==> src/rtl/uart_wb_master.sv <==
// Wishbone classic initiator for the UART register slave.
// One host request at a time, one bus cycle each, with an ack timeout.
module uart_wb_master #(
  parameter int ADDR_WIDTH = 3,
  parameter int DATA_WIDTH = 8,
  parameter int TIMEOUT    = 16
) (
  input  logic                  clk,
  input  logic                  wb_rst_ni,
  input  logic                  req_valid_i,
  output logic                  req_ready_o,
  input  logic                  req_we_i,
  input  logic [ADDR_WIDTH-1:0] req_addr_i,
  input  logic [DATA_WIDTH-1:0] req_wdata_i,
  output logic                  rsp_valid_o,
  input  logic                  rsp_ready_i,
  output logic [DATA_WIDTH-1:0] rsp_rdata_o,
  output logic                  rsp_err_o,
  output logic                  wb_cyc_o,
  output logic                  wb_stb_o,
  output logic                  wb_we_o,
  output logic [ADDR_WIDTH-1:0] wb_adr_o,
  output logic [DATA_WIDTH-1:0] wb_dat_o,
  input  logic [DATA_WIDTH-1:0] wb_dat_i,
  input  logic                  wb_ack_i
);

  localparam int TW = $clog2(TIMEOUT + 1);
  localparam logic [TW-1:0] TLAST = TW'(TIMEOUT - 1);

  typedef enum logic [1:0] {
    IDLE,
    BUS,
    RESP
  } state_t;

  state_t        state;
  logic [TW-1:0] timer;
  logic          cyc;

  assign req_ready_o = (state == IDLE);
  assign wb_cyc_o    = cyc;
  assign wb_stb_o    = cyc;

  always_ff @(posedge clk or negedge wb_rst_ni) begin
    if (!wb_rst_ni) begin
      state       <= IDLE;
      timer       <= '0;
      cyc         <= 1'b0;
      wb_we_o     <= 1'b0;
      wb_adr_o    <= '0;
      wb_dat_o    <= '0;
      rsp_valid_o <= 1'b0;
      rsp_rdata_o <= '0;
      rsp_err_o   <= 1'b0;
    end else begin
      case (state)
        IDLE: begin
          if (req_valid_i) begin
            wb_we_o  <= req_we_i;
            wb_adr_o <= req_addr_i;
            wb_dat_o <= req_wdata_i;
            cyc      <= 1'b1;
            timer    <= '0;
            state    <= BUS;
          end
        end
        BUS: begin
          // an ack on the timeout edge still completes the transfer
          if (wb_ack_i) begin
            cyc         <= 1'b0;
            rsp_rdata_o <= wb_we_o ? '0 : wb_dat_i;
            rsp_err_o   <= 1'b0;
            rsp_valid_o <= 1'b1;
            state       <= RESP;
          end else if (timer == TLAST) begin
            cyc         <= 1'b0;
            rsp_rdata_o <= '0;
            rsp_err_o   <= 1'b1;
            rsp_valid_o <= 1'b1;
            state       <= RESP;
          end else begin
            timer <= timer + TW'(1);
          end
        end
        RESP: begin
          if (rsp_ready_i) begin
            rsp_valid_o <= 1'b0;
            state       <= IDLE;
          end
        end
        default: state <= IDLE;
      endcase
    end
  end

endmodule

==> config.mk <==
export PLATFORM = sky130hd
export DESIGN_NAME = uart_wb_master
export DESIGN_NICKNAME = d
export VERILOG_FILES = /design/src/rtl/uart_wb_master.sv
export SDC_FILE = /design/constraint.sdc
export NUM_CORES = 1
export LEC_CHECK = 0
export BUFFER_PORTS_ARGS = -buffer_cell sky130_fd_sc_hd__buf_2
export CAP_MARGIN = 20
export CELL_PAD_IN_SITES_DETAIL_PLACEMENT = 2
export CELL_PAD_IN_SITES_GLOBAL_PLACEMENT = 2
export CORE_MARGIN = 4
export CORE_UTILIZATION = 29
export DETAILED_ROUTE_END_ITERATION = 16
export GPL_ROUTABILITY_DRIVEN = 0
export PLACE_DENSITY = 0.75
export SLEW_MARGIN = 20
export SYNTH_ARGS = -nofsm -noshare
export SYNTH_HDL_FRONTEND = slang
export SYNTH_SLANG_ARGS = --single-unit
==> constraint.sdc <==
create_clock -name clk -period 2.65 [get_ports clk]
set_clock_uncertainty 0.1 [all_clocks]
set_input_delay 0 -clock clk [delete_from_list [all_inputs] [get_ports clk]]
set_output_delay 0 -clock clk [all_outputs]
set_load 0.1 [all_outputs]
==> results.sh <==
export IMPL_die_h_um=75.1
export IMPL_hp_class="in2async"
export IMPL_start_kind="flip-flop"
export IMPL_critPathArrivalTime_ns=2.44
export IMPL_layout_nets=219
export IMPL_place_area_um2=1580
export IMPL_worst_ep_required_time_ns=2.76
export IMPL_core_rowCount=24
export IMPL_vias=1188
export IMPL_relSlewSlack=0.526
export IMPL_synth_avg_cell_area_um2=11.0
export IMPL_synth_seq_area_share=0.574
export IMPL_post_route_util=0.441
export IMPL_ys_ff_latch=30
export IMPL_cts_buffer_depth=2
export IMPL_ant_nets=0
export IMPL_critPathKind="reg2reg"
export IMPL_area_growth_pct=46.8
export IMPL_final_hold_violation_count=0
export IMPL_drt_iter0_drc=14
export IMPL_syn_area_um2=1310
export IMPL_synth_top_cell_area_share=0.574
export IMPL_ios=50
export IMPL_yosys_area_top_type="dfrtp_1"
export IMPL_cts_repair_resized=0
export IMPL_gr_usage_all_layers=0.181
export IMPL_cts_root_buf="clkbuf_8"
export IMPL_status="completed"
export IMPL_fillerInstances=463
export IMPL_drc=0
export IMPL_worst_pin_slew_ns=0.710
export IMPL_setup_viol=0
export IMPL_port_buffers=49
export IMPL_cts_hold_buf=24
export IMPL_critPathMaxFanout=7
export IMPL_grt_util_met2=0.338
export IMPL_fmax_ghz=0.430
export IMPL_grt_pass1_vias=1447
export IMPL_syn_num_nets=146
export IMPL_cts_tree="yes"
export IMPL_gr_usage_met1=0.191
export IMPL_die_w_um=75.1
export IMPL_dieArea_um2=5650
export IMPL_grt_busiest_layer="met2"
export IMPL_htree_levels=2
export IMPL_grt_pass1_wl_um=7390
export IMPL_slew_viol_final=0
export IMPL_wirelength_um=4530
export IMPL_fin_crit_ns=2.32
export IMPL_netlist_instances=119
export IMPL_antenna_found_initial=0
export IMPL_coreArea_um2=4350
export IMPL_finalSetupTns_ns=0
export IMPL_grt_max_degree=31
export IMPL_max_cap_viol_count=0
export IMPL_area_sequential_um2=751
export IMPL_numCtsBuffers=5
export IMPL_dp_hpwl_um=2810
export IMPL_n_antenna_cell=0
export IMPL_drive_above_1_share=0.378
export IMPL_multi_input_area_um2=500
export IMPL_synthTopCellsByArea="dfrtp_1 57%, mux2_2 10%, o21ai_0 8.0%"
export IMPL_globalRouteOverflowTotal=0
export IMPL_cp_end_kind="flip-flop"
export IMPL_design_area_um2=1920
export IMPL_yosysWarnings=0
export IMPL_wire_per_inst_um=18.5
export IMPL_clkTransAtPathRegs_ns=0.07
export IMPL_insertion_delay_ns=0.29
export IMPL_grt_setup_unrepaired="false"
export IMPL_viasPerCell=4.85
export IMPL_cts_sinks=30
export IMPL_postCtsSetupRepairBufs=0
export IMPL_dr_pass1_iters=3
export IMPL_globalRouteMet3Util=0.0507
export IMPL_initial_utilization=0.300
export IMPL_period_share=0.877
export IMPL_synth_cell_types=29
==> cell type report <==
cell class / instances / share of cell area
sequential: 30 / 0.391
multi-input combinational: 77 / 0.261
timing repair buffer: 74 / 0.257
clock buffer: 6 / 0.0430
tap: 52 / 0.0339
inverter: 4 / 0.00782
clock inverter: 2 / 0.00652
==> critical path, cell delays in order, from the launching register on <==
cell     delay (ns)
dfrtp_1        0.42
ha_1           0.25
and3_1         0.19
ha_1           0.23
or2_0          0.36
or4_4          0.57
a21oi_2        0.14
==> cell families (layout without fill, tap and decap cells) <==
kind of cell | Yosys count | after routing | synth area share
AO/OA/AOI/OAI | 31 | 31 | 0.132
adder cells (fa/ha/maj) | 2 | 2 | 0.0191
buffers and inverters | 12 | 86 | 0.0450
flip-flops | 30 | 30 | 0.574
multiplexers | 14 | 14 | 0.119
AND/OR/NAND/NOR | 30 | 30 | 0.111
==> through the flow <==
step,hold slack (ns),instances,worst slack (ns)
5_1_grt,0.251,245,0.196
3_3_place_gp,-0.0282,213,0.422
4_1_cts,0.207,245,0.314
2_1_floorplan,-0.396,119,0.251
3_5_place_dp,-0.0147,213,0.324
6_report,0.202,245,0.327
==> synth_stat cells <==
library cell / n
ha_1: 2
o21ai_0: 21
and2_1: 1
o21bai_1: 1
or2_0: 1
or4_4: 1
and3_1: 1
mux2_2: 12
a22oi_1: 1
a211o_1: 1
a21oi_2: 1
nand2_1: 14
a21oi_1: 4
nor3_1: 1
nand2b_1: 1
mux2i_1: 2
nand3_1: 3
a21o_1: 1
buf_1: 1
nand4_1: 1
nor4_1: 1
dfrtp_1: 30
buf_2: 4
o31ai_1: 1
clkbuf_2: 1
nor2_1: 3
nor2b_1: 2
inv_1: 4
buf_4: 2
==> registers in the layout, indices dropped and copies added (netlist names) <==
signal       flops
wb_adr_o         3
rsp_rdata_o      8
wb_cyc_o         1
wb_we_o          1
rsp_err_o        1
wb_dat_o         8
timer            5
state            2
rsp_valid_o      1
==> layer usage <==
metal | vias to the layer above | wire, um
met5 | - | 0
met2 | 34 | 2530
met4 | 0 | 69
met1 | 594 | 1710
li1 | 555 | -
met3 | 5 | 227
==> final timing paths <==
check,from,endpoint,slack [ns],depth (start not counted)
max in group asynchronous,wb_rst_ni,wb_cyc_o,1.79,2
worst max register to register,timer[0],timer[3],0.33,6
worst max-delay path,timer[0],timer[3],0.33,6
worst min register to register,wb_dat_o[5],wb_dat_o[5],0.41,1
min in group clk,req_wdata_i[5],wb_dat_o[5],0.39,3
worst min-delay path,wb_rst_ni,wb_adr_o[0],0.20,2
==> layout by cell type, fill, tap and decap left out, drive strengths merged, types with 2 or more instances in the layout <==
master        n
nand2        14
a21oi         5
nand3         3
nor2b         2
mux2i         2
nor2          3
clkbuf        6
mux2         12
dlygate4sd3  24
o21ai        21
dfrtp        30
buf          50
ha            2
inv           4
Power is left out: the tool's default activity adds up to more than one toggle a clock period on the data nets, which glitch-free logic cannot reach.
